## src/rtl/lenet_pkg.sv

```systemverilog
// Purpose: shared widths, Q16.16 constants and sign-extension helpers for the LeNet datapath.
// Latency: n/a (declarations only).
// Backpressure: n/a.
package lenet_pkg;

    localparam int PROD_W     = 64;  // multiplier product width (Q32.32)
    localparam int ACC_W      = 72;  // 8 guard bits: 256 taps of any product cannot wrap
    localparam int OUT_W      = 32;  // Q16.16 result width
    localparam int FRAC_SHIFT = 16;  // Q32.32 -> Q16.16

    localparam logic signed [OUT_W-1:0] OUT_MAX = 32'sh7FFF_FFFF;
    localparam logic signed [OUT_W-1:0] OUT_MIN = 32'sh8000_0000;
    localparam logic signed [OUT_W-1:0] ONE     = 32'sh0001_0000;

    // One buffered result: clamp flag alongside the Q16.16 value.
    typedef struct packed {
        logic             sat;
        logic [OUT_W-1:0] dat;
    } res_t;

    function automatic logic signed [ACC_W-1:0] sext_prod(input logic signed [PROD_W-1:0] v);
        return {{(ACC_W-PROD_W){v[PROD_W-1]}}, v};
    endfunction

    function automatic logic signed [ACC_W-1:0] sext_out(input logic signed [OUT_W-1:0] v);
        return {{(ACC_W-OUT_W){v[OUT_W-1]}}, v};
    endfunction

endpackage

```

## src/rtl/mac_accum_if.sv

```systemverilog
// Purpose: product-in / result-out bundle for mac_accum.
// Latency: n/a (wires only).
// Backpressure: out_ready throttles the result port; the product side has none.
//   master: multiplier + consumer side (drives prod*, bias, out_ready)
//   slave : mac_accum side (drives out_data, out_valid, out_sat, ovf_err)
interface mac_accum_if;
    import lenet_pkg::*;

    logic signed [PROD_W-1:0] prod;
    logic                     prod_valid;
    logic                     prod_last;
    logic signed [OUT_W-1:0]  bias;
    logic signed [OUT_W-1:0]  out_data;
    logic                     out_valid;
    logic                     out_ready;
    logic                     out_sat;
    logic                     ovf_err;

    modport master (
        output prod, prod_valid, prod_last, bias, out_ready,
        input  out_data, out_valid, out_sat, ovf_err
    );

    modport slave (
        input  prod, prod_valid, prod_last, bias, out_ready,
        output out_data, out_valid, out_sat, ovf_err
    );

endinterface

```

## src/rtl/mac_accum_result_fifo.sv

```systemverilog
// Purpose: 2-entry synchronous FIFO; head data comes straight from flops.
// Latency: push at edge N is visible at the head after edge N (empty case).
// Backpressure: a push while full is ignored unless a pop happens in the same cycle.
//   ports: push/push_dat (write), pop (read head), full, empty, head_dat
module result_fifo #(
    parameter int W = 33
) (
    input  logic         clk,
    input  logic         rst_n,
    input  logic         push,
    input  logic [W-1:0] push_dat,
    input  logic         pop,
    output logic         full,
    output logic         empty,
    output logic [W-1:0] head_dat
);

    logic [1:0][W-1:0] mem_q, mem_d;
    logic              wr_ptr_q, wr_ptr_d;
    logic              rd_ptr_q, rd_ptr_d;
    logic [1:0]        cnt_q, cnt_d;
    logic              do_push, do_pop;

    always_comb begin
        do_pop   = pop & (cnt_q != 2'd0);
        // A pop frees the slot the simultaneous push lands in.
        do_push  = push & ((cnt_q != 2'd2) | do_pop);
        mem_d    = mem_q;
        wr_ptr_d = wr_ptr_q;
        rd_ptr_d = rd_ptr_q;
        if (do_push) begin
            mem_d[wr_ptr_q] = push_dat;
            wr_ptr_d        = ~wr_ptr_q;
        end
        if (do_pop) begin
            rd_ptr_d = ~rd_ptr_q;
        end
        cnt_d = cnt_q + 2'(do_push) - 2'(do_pop);
    end

    always_ff @(posedge clk or negedge rst_n) begin
        if (!rst_n) begin
            mem_q    <= '0;
            wr_ptr_q <= 1'b0;
            rd_ptr_q <= 1'b0;
            cnt_q    <= 2'd0;
        end else begin
            mem_q    <= mem_d;
            wr_ptr_q <= wr_ptr_d;
            rd_ptr_q <= rd_ptr_d;
            cnt_q    <= cnt_d;
        end
    end

    assign full     = (cnt_q == 2'd2);
    assign empty    = (cnt_q == 2'd0);
    assign head_dat = mem_q[rd_ptr_q];

endmodule

```

## src/rtl/mac_accum.sv

```systemverilog
// Purpose: sum a frame of Q32.32 products, add bias, round/shift to Q16.16, saturate, optional ReLU.
// Latency: last tap at edge T -> result in the output buffer at edge T+3.
// Backpressure: none toward the multiplier; a result arriving at a full buffer is dropped and ovf_err latches.
//   ports: clk, rst_n (async, active low), io (slave side of mac_accum_if)
module mac_accum
    import lenet_pkg::*;
#(
    parameter bit RELU_EN = 1'b1
) (
    input  logic        clk,
    input  logic        rst_n,
    mac_accum_if.slave  io
);

    localparam logic signed [ACC_W-1:0] RND_HALF = ACC_W'(2 ** (FRAC_SHIFT - 1));

    // Stage 1: accumulator and frame capture
    logic signed [ACC_W-1:0] acc_q, acc_d;
    logic signed [ACC_W-1:0] sum_q, sum_d;
    logic signed [OUT_W-1:0] bias_q, bias_d;
    logic                    s1_vld_q, s1_vld_d;
    logic signed [ACC_W-1:0] tap_sum;

    // Stage 2: bias + rounding constant
    logic signed [ACC_W-1:0] biased_q, biased_d;
    logic                    s2_vld_q, s2_vld_d;

    // Stage 3: requantized result
    res_t                    res_q, res_d;
    logic                    s3_vld_q, s3_vld_d;
    logic signed [ACC_W-1:0] q_full;
    logic signed [OUT_W-1:0] q_sat;
    logic                    q_clamped;

    // Output buffer
    res_t                    head;
    logic                    fifo_full, fifo_empty, fifo_pop;
    logic                    ovf_q, ovf_d;

    always_comb begin
        acc_d    = acc_q;
        sum_d    = sum_q;
        bias_d   = bias_q;
        s1_vld_d = 1'b0;
        tap_sum  = acc_q + sext_prod(io.prod);
        if (io.prod_valid) begin
            if (io.prod_last) begin
                sum_d    = tap_sum;
                bias_d   = io.bias;
                s1_vld_d = 1'b1;
                acc_d    = '0;  // next frame may start on the following cycle
            end else begin
                acc_d = tap_sum;
            end
        end
    end

    always_comb begin
        s2_vld_d = s1_vld_q;
        biased_d = biased_q;
        if (s1_vld_q) begin
            // Adding half an LSB before the arithmetic shift gives round-half-up.
            biased_d = sum_q + (sext_out(bias_q) <<< FRAC_SHIFT) + RND_HALF;
        end
    end

    always_comb begin
        q_full    = biased_q >>> FRAC_SHIFT;
        q_sat     = q_full[OUT_W-1:0];
        q_clamped = 1'b0;
        if (q_full > sext_out(OUT_MAX)) begin
            q_sat     = OUT_MAX;
            q_clamped = 1'b1;
        end else if (q_full < sext_out(OUT_MIN)) begin
            q_sat     = OUT_MIN;
            q_clamped = 1'b1;
        end
        // ReLU acts after saturation and leaves the clamp flag as it was.
        if (RELU_EN && q_sat[OUT_W-1]) begin
            q_sat = '0;
        end
        s3_vld_d = s2_vld_q;
        res_d    = res_q;
        if (s2_vld_q) begin
            res_d.dat = q_sat;
            res_d.sat = q_clamped;
        end
    end

    always_comb begin
        fifo_pop = ~fifo_empty & io.out_ready;
        ovf_d    = ovf_q | (s3_vld_q & fifo_full & ~fifo_pop);
    end

    always_ff @(posedge clk or negedge rst_n) begin
        if (!rst_n) begin
            acc_q    <= '0;
            sum_q    <= '0;
            bias_q   <= '0;
            s1_vld_q <= 1'b0;
            biased_q <= '0;
            s2_vld_q <= 1'b0;
            res_q    <= '0;
            s3_vld_q <= 1'b0;
            ovf_q    <= 1'b0;
        end else begin
            acc_q    <= acc_d;
            sum_q    <= sum_d;
            bias_q   <= bias_d;
            s1_vld_q <= s1_vld_d;
            biased_q <= biased_d;
            s2_vld_q <= s2_vld_d;
            res_q    <= res_d;
            s3_vld_q <= s3_vld_d;
            ovf_q    <= ovf_d;
        end
    end

    result_fifo #(
        .W ($bits(res_t))
    ) u_result_fifo (
        .clk      (clk),
        .rst_n    (rst_n),
        .push     (s3_vld_q),
        .push_dat (res_q),
        .pop      (fifo_pop),
        .full     (fifo_full),
        .empty    (fifo_empty),
        .head_dat (head)
    );

    assign io.out_data  = head.dat;
    assign io.out_sat   = head.sat;
    assign io.out_valid = ~fifo_empty;
    assign io.ovf_err   = ovf_q;

endmodule

```

## src/flat_wrapper.sv

```systemverilog
// flat-port wrapper written by rule: the top's interface ports become plain ports
module mac_accum_flat import lenet_pkg::*;
#(
    parameter bit RELU_EN = 1'b1
)
  (clk, rst_n, io_prod, io_prod_valid, io_prod_last, io_bias, io_out_ready, io_out_data, io_out_valid, io_out_sat, io_ovf_err);
  mac_accum_if io_i ();
  input  logic clk;
  input  logic rst_n;
  input wire logic [$bits(io_i.prod)-1:0] io_prod;
  input wire logic [$bits(io_i.prod_valid)-1:0] io_prod_valid;
  input wire logic [$bits(io_i.prod_last)-1:0] io_prod_last;
  input wire logic [$bits(io_i.bias)-1:0] io_bias;
  input wire logic [$bits(io_i.out_ready)-1:0] io_out_ready;
  output wire logic [$bits(io_i.out_data)-1:0] io_out_data;
  output wire logic [$bits(io_i.out_valid)-1:0] io_out_valid;
  output wire logic [$bits(io_i.out_sat)-1:0] io_out_sat;
  output wire logic [$bits(io_i.ovf_err)-1:0] io_ovf_err;
  assign io_i.prod = io_prod;
  assign io_i.prod_valid = io_prod_valid;
  assign io_i.prod_last = io_prod_last;
  assign io_i.bias = io_bias;
  assign io_i.out_ready = io_out_ready;
  assign io_out_data = io_i.out_data;
  assign io_out_valid = io_i.out_valid;
  assign io_out_sat = io_i.out_sat;
  assign io_ovf_err = io_i.ovf_err;
  mac_accum #(.RELU_EN(RELU_EN)) u_core (.clk(clk), .rst_n(rst_n), .io(io_i));
endmodule
```

## config.mk

```make
export PLATFORM = sky130hd
export DESIGN_NAME = mac_accum_flat
export DESIGN_NICKNAME = d
export VERILOG_FILES = /design/src/rtl/lenet_pkg.sv /design/src/rtl/mac_accum_if.sv /design/src/rtl/mac_accum_result_fifo.sv /design/src/rtl/mac_accum.sv /design/src/flat_wrapper.sv
export SDC_FILE = /design/constraint.sdc
export NUM_CORES = 1
export LEC_CHECK = 0
export CORE_MARGIN = 2
export CORE_UTILIZATION = 35
export DETAILED_ROUTE_END_ITERATION = 8
export HOLD_SLACK_MARGIN = 0.1
export PLACE_DENSITY = 0.55
export SLEW_MARGIN = 5
export SYNTH_ARGS = -nofsm -noshare
export SYNTH_HDL_FRONTEND = slang
export SYNTH_SLANG_ARGS = --single-unit
```

## constraint.sdc

```tcl
create_clock -name clk -period 4.1 [get_ports clk]
set_input_delay 0.82 -clock clk [delete_from_list [all_inputs] [get_ports clk]]
set_output_delay 0.82 -clock clk [all_outputs]
set_load 0.05 [all_outputs]
```

* After elaboration in Yosys (flattened, before gate mapping) *
Index checks and enable logic that the tools add are counted.

storage, ports and cells
  flip-flop bits (word level) = 355
  output and inout port bits = 35

operators by class
  add/sub/neg operators = 5
  order comparisons = 5
  equality and inequality tests = 2
  multiplexer cells = 13
  bitwise logic cells = 11
  reduce and logical (&&, ||, !) cells = 4

operator list
  operator                                                                            count
  33-bit 2-to-1 mux                                                                   3
  72-bit by 17-bit adder with 72-bit output (second input constant)                   1
  72-bit by 48-bit adder with 72-bit output                                           1
  72-bit by 64-bit adder with 72-bit output                                           1
  72-bit 2-to-1 mux                                                                   1
  66-bit bitwise mux                                                                  1
  32-bit 2-to-1 mux                                                                   2
  56-bit by 32-bit greater-than comparator with 1-bit output (second input constant)  1
  56-bit by 32-bit less-than comparator with 1-bit output (second input constant)     1
  33-bit demux with 1-bit select                                                      1
  31-bit 2-to-1 mux                                                                   1
  1-bit bitwise AND                                                                   5
  1-bit by 2-bit less-than comparator with 1-bit output (second input constant)       2
  1-bit 2-to-1 mux                                                                    4
  1-bit inverter                                                                      4
  2-bit by 1-bit adder with 2-bit output                                              1
  2-bit equality test (second input constant)                                         1
  2-bit logical NOT                                                                   1
  2-bit != test (second input constant)                                               1
  1-bit OR                                                                            2
  2-bit AND reduction                                                                 1
  2-bit nonzero test                                                                  1
  2-bit by 1-bit subtractor with 2-bit output                                         1
  1-bit >= comparator (second input constant)                                         1
  1-bit logical AND                                                                   1

* Logic depth before layout (Yosys ltp) *
  depth in word-level cells = 8
  depth in mapped cells = 12
  mapped depth without buffers = 12

* By module *
From an unflattened synthesis, not the netlist that was laid out.

unflattened totals
  cells, all modules = 2019
  area total of the unflattened synthesis = 19996.7 sq um

modules (own cells, without submodules)
  module       instances  cells each  area each (sq um)
  mac_accum    1          1825        16679.7
  result_fifo  1          194         3316.9

* Worst setup path before layout *
OpenSTA, ideal clock, no wires.

  path kind = input port to flip-flop
  start = in io_prod[0]
  end = reg u_core.acc_q[60]
  arrival = 3490 ps
  setup slack = 515 ps
  stages = 12
  cells stage by stage = ha_1 > inv_1 > fa_1 > nor2b_1 > o31ai_1 > a31o_1 > a211oi_2 > nor2_1 > o31a_1 > or4_4 > and4_4 > o32ai_2

on the way
  longest elaborated chain between the ends = 2

ends and longest elaborated chain
  what                                       RTL line            source
  start: declaration                         flat_wrapper.sv:10  input wire logic [$bits(io_i.prod)-1:0] io_prod;
  72-bit by 64-bit adder with 72-bit output  mac_accum.sv:45     tap_sum = acc_q + sext_prod(io.prod);
  72-bit 2-to-1 mux                          mac_accum.sv:47     if (io.prod_last) begin
  end signal: assignment                     mac_accum.sv:97     acc_q <= '0;
  end signal: assignment                     mac_accum.sv:107    acc_q <= acc_d;
  end: declaration                           mac_accum.sv:18     logic signed [ACC_W-1:0] acc_q, acc_d;

No other way between the ends.
A chain may end at the register's enable or synchronous reset.

* Final worst setup path *
  start = in io_prod[0]
  end = reg u_core.acc_q[64]

The elaborated chain is that of the path after synthesis.

==> metrics.txt <==
# TYPE chip_impl_metric gauge
chip_impl_info{name="outcome",value="finished clean"} 1
chip_impl_metric{name="postSynthCellCount",unit=""} 2238
chip_impl_metric{name="power.leakage",unit="nW"} 10.80
chip_impl_metric{name="synth_top_area_share",unit="%"} 39.48
chip_impl_info{name="endpoint_kind",value="flip-flop"} 1
chip_impl_info{name="ranking_of_synthesized_cells_by_area",value="dfrtp_1 39%, ha_1 7.9%, mux2_2 7.3%"} 1
chip_impl_info{name="synth_top_cell_by_area",value="dfrtp_1"} 1
chip_impl_metric{name="clockPowerShare",unit="%"} 19.3
chip_impl_metric{name="min_period",unit="ns"} 3.691
chip_impl_metric{name="cp_slowest_stage_delay",unit="ns"} 0.46
chip_impl_metric{name="clock_slew_at_the_register_clock_pins_of_the_worst_setup_and_hold_paths",unit="ns"} 0.06
chip_impl_metric{name="cts.sink_count",unit=""} 321
chip_impl_metric{name="gp_routability_congestion",unit=""} 0.9094
chip_impl_metric{name="finalNetCount",unit=""} 2641
chip_impl_metric{name="wl_cell",unit="um"} 18.60
chip_impl_metric{name="initial_utilization",unit="%"} 35.33
chip_impl_metric{name="layout-drive-gt1-share",unit="%"} 14.14
chip_impl_metric{name="cts.repair.resized",unit=""} 0
chip_impl_metric{name="multiInputGateArea",unit="um2"} 11660
chip_impl_metric{name="drt_pre_antenna_iters",unit=""} 5
chip_impl_metric{name="floorplan.die.height",unit="um"} 245.1
chip_impl_info{name="layout.cells.most_common_list",value="320 x dfrtp_1, 291 x nand2_1, 211 x a21oi_1"} 1
chip_impl_metric{name="placementRows",unit=""} 88
chip_impl_metric{name="sequential_share_of_the_synthesized_area",unit="%"} 39.48
chip_impl_info{name="path_delay_family",value="compound AO/OA/AOI/OAI gates"} 1
chip_impl_info{name="path_class",value="in2reg"} 1
chip_impl_metric{name="timing.final.setup_violations",unit=""} 0
chip_impl_metric{name="timing.final.max_slew_violations",unit=""} 0
chip_impl_metric{name="postLayoutSetupSlackWorst",unit="ns"} 0.4090
chip_impl_metric{name="timing.critical_path.fanout_max",unit=""} 3
chip_impl_metric{name="place.detailed.instances",unit=""} 3134
chip_impl_metric{name="initial_antenna_violation_count",unit=""} 0
chip_impl_metric{name="max-clock-path-buffers",unit=""} 3
chip_impl_metric{name="htreeDepth",unit=""} 2
chip_impl_metric{name="final.fill_count",unit=""} 5622
chip_impl_metric{name="worst_skew_pair.late_latency",unit="ns"} 0.56
chip_impl_metric{name="detail_route.wirelength",unit="um"} 59630
chip_impl_info{name="worstHoldPathType",value="in2async"} 1
chip_impl_metric{name="seqPwrFrac",unit="%"} 26.9
chip_impl_metric{name="numPortBuffers",unit=""} 134
chip_impl_info{name="most_frequent_standard_cell_in_the_layout_excluding_fill_and_tap_cells",value="dfrtp_1"} 1
chip_impl_metric{name="dieArea",unit="um2"} 60080
chip_impl_metric{name="worstPathRequired",unit="ns"} 4.57
chip_impl_metric{name="antenna_left",unit=""} 0
chip_impl_metric{name="max-slew-margin-rel",unit="%"} 44.46
chip_impl_metric{name="route.detailed.drc",unit=""} 0
chip_impl_metric{name="asyncSetResetFlopFracSynth",unit="%"} 100.0
chip_impl_info{name="crit_slowest_cell",value="clkdlybuf4s50_1"} 1
chip_impl_metric{name="irDropWorstVdd",unit="mV"} 0.5331
chip_impl_metric{name="synth_cell_types",unit=""} 80
chip_impl_metric{name="combinational_power_share",unit="%"} 53.8
chip_impl_metric{name="synth_edf_count",unit=""} 0
chip_impl_metric{name="vias_per_cell",unit=""} 5.393
chip_impl_metric{name="grt_first_pass_wirelength",unit="um"} 95590
chip_impl_metric{name="hold_buffers",unit=""} 0
chip_impl_metric{name="post_synthesis_sequential_element_count",unit=""} 321
chip_impl_metric{name="detailedPlace.worstSlack",unit="ns"} -0.1822
chip_impl_metric{name="pwr_density_cell",unit="nW/um2"} 831.6
chip_impl_metric{name="final_core_util",unit="%"} 42.75
chip_impl_metric{name="postCtsSetupBuffers",unit=""} 0
chip_impl_metric{name="synthesis.nets",unit=""} 2469
chip_impl_metric{name="cap_viol_max_count",unit=""} 0
chip_impl_metric{name="pin_slew_with_the_least_headroom_to_its_limit",unit="ns"} 0.8282
chip_impl_metric{name="vias",unit=""} 17286
chip_impl_metric{name="dieWidth",unit="um"} 245.1
chip_impl_metric{name="switching_power",unit="mW"} 8.881
chip_impl_metric{name="cp_data_arrival_time",unit="ns"} 4.16
chip_impl_info{name="path_cells",value="clkdlybuf4s50_1 -> ha_1 -> inv_1 -> fa_1 -> nor2b_1 -> o31ai_1 -> a31o_1 -> a211oi_2 -> o21ai_0 -> a211o_1 -> a2111o_1 -> and4_1 -> o32ai_1"} 1
chip_impl_metric{name="numCtsBuffers",unit=""} 39
chip_impl_metric{name="post-dp-hpwl",unit="um"} 46230
chip_impl_metric{name="layout_worst_path_cycle_share",unit="%"} 90.02
chip_impl_metric{name="skew",unit="ns"} 0.01755
chip_impl_info{name="tritoncts",value="built"} 1
chip_impl_metric{name="ff_latch_area",unit="um2"} 8034
chip_impl_info{name="synth_top_flop_cell",value="dfrtp_1"} 1
chip_impl_metric{name="first_global_vias",unit=""} 17445
chip_impl_metric{name="grt_max_degree",unit=""} 121
chip_impl_metric{name="layout.cells.non_filler",unit=""} 3205
chip_impl_info{name="grt_setup_unrepaired",value="false"} 1
chip_impl_info{name="start_kind",value="input pin"} 1
chip_impl_metric{name="timing.critical_path.buf_inv",unit=""} 2
chip_impl_metric{name="final_hold_viol_count",unit=""} 0
chip_impl_metric{name="core-area",unit="um2"} 57590
chip_impl_metric{name="boundaryPins",unit=""} 136
chip_impl_metric{name="yosys_warnings",unit=""} 0
chip_impl_metric{name="grt.total_usage",unit="%"} 19.87
chip_impl_metric{name="syn-cell-area",unit="um2"} 20350
chip_impl_info{name="root_buffer",value="clkbuf_16"} 1
chip_impl_metric{name="area_delta_synth_final",unit="%"} 20.98
chip_impl_metric{name="switching_share",unit="%"} 43.38
chip_impl_metric{name="globalRouteOverflowTotal",unit=""} 0
chip_impl_metric{name="antenna_cells_inserted",unit=""} 0
chip_impl_metric{name="achievable-frequency",unit="GHz"} 0.2709
chip_impl_metric{name="first_iter_violations",unit=""} 877
chip_impl_metric{name="syn_area_per_cell",unit="um2"} 9.092
chip_impl_metric{name="p_int",unit="mW"} 11.59
-- layer usage --
metal | track usage [%] | up-vias | routed length (um)
li1 | - | 8523 | -
met1 | 27.35 | 8336 | 28330
met2 | 32.19 | 339 | 27220
met3 | 2.460 | 88 | 2253
met4 | 6.833 | 0 | 1817
met5 | 0 | - | 0
-- power by group through the flow --
stage          Clock [mW]  Sequential (mW)  Combinational, mW
3_5_place_dp            0             5.53               10.9
3_3_place_gp            0             5.48               10.8
5_1_grt              4.20             5.67               12.1
6_report             3.94             5.51               11.0
2_1_floorplan           0             5.17               7.62
4_1_cts              4.06             5.49               11.0
-- path summary, 6_finish.rpt --
kind                                              start                         endpoint  slack, ns  cells after the start
setup / recovery                             io_prod[0]     u_core.acc_q[64]$_DFFE_PN0P_       0.41                     13
hold / removal                                    rst_n  u_core.biased_q[56]$_DFFE_PN0P_       0.20                      1
setup reg to reg           u_core.bias_q[2]$_DFFE_PN0P_  u_core.biased_q[58]$_DFFE_PN0P_       0.53                     10
hold reg to reg             u_core.io.ovf_err$_DFF_PN0_      u_core.io.ovf_err$_DFF_PN0_       0.46                      1
max in group asynchronous                         rst_n  u_core.biased_q[18]$_DFFE_PN0P_       2.86                      2
min in group clk            u_core.io.ovf_err$_DFF_PN0_      u_core.io.ovf_err$_DFF_PN0_       0.46                      1
-- metrics by stage --
stage | area (um2) | power, mW | hold WS (ns) | setup TNS [ns]
after floorplan | 20350 | 12.79 | 0.3519 | 0
after global placement | 23130 | 16.33 | 0.4464 | -0.4648
after detailed placement | 23130 | 16.47 | 0.4532 | -1.043
after CTS | 24610 | 20.55 | 0.2092 | 0
after global routing | 24610 | 21.96 | 0.2505 | 0
final | 24610 | 20.47 | 0.2038 | 0
-- registers in the layout, indices dropped and copies added, names as in the netlist, 2 cells and up --
name / cells
u_core.acc_q: 72
u_core.bias_q: 32
u_core.biased_q: 56
u_core.res_q: 32
u_core.sum_q: 57
u_core.u_result_fifo.cnt_q: 2
u_core.u_result_fifo.mem_q: 64
-- cells in the mapped netlist (all sizes together), types with 6 or more instances --
cell type and number:
o21a 18, clkbuf 113, buf 11, o31ai 20, or2 8, a21boi 9
a211oi 15, nand3 40, nand2 292, a21o 63, nor2 165, a22o 10
nor2b 12, o211ai 13, a211o 9, mux2 132, o21bai 27, nand2b 9
and2 12, or4 6, nor3 32, nand3b 7, nor3b 6, nor4 16
o21ai 135, inv 52, o2bb2ai 48, ha 128, xor2 50, and3 13
nand4 62, dfrtp 321, a21oi 211, or3 9, a31oi 19, xnor2 59
a2111oi 6
-- cells by family after synthesis --
logic type               Yosys count  synth area share [%]
AO/OA/AOI/OAI                    665                 21.20
flip-flops                       321                 39.48
buffers and inverters            178                 3.327
AND/OR/NAND/NOR                  699                 15.71
other                              1               0.01843
multiplexers                     134                 7.404
adder cells (fa/ha/maj)          130                 8.068
XOR/XNOR                         110                 4.803
-- final cells by class --
class                      count  area share, %
inverter                      54         0.8235
tap                          765          3.889
multi-input combinational   1739          47.35
sequential                   321          32.64
clock inverter                20          1.561
timing repair buffer         255          9.261
clock buffer                  51          4.473
Power figures use the tool's default switching activity.
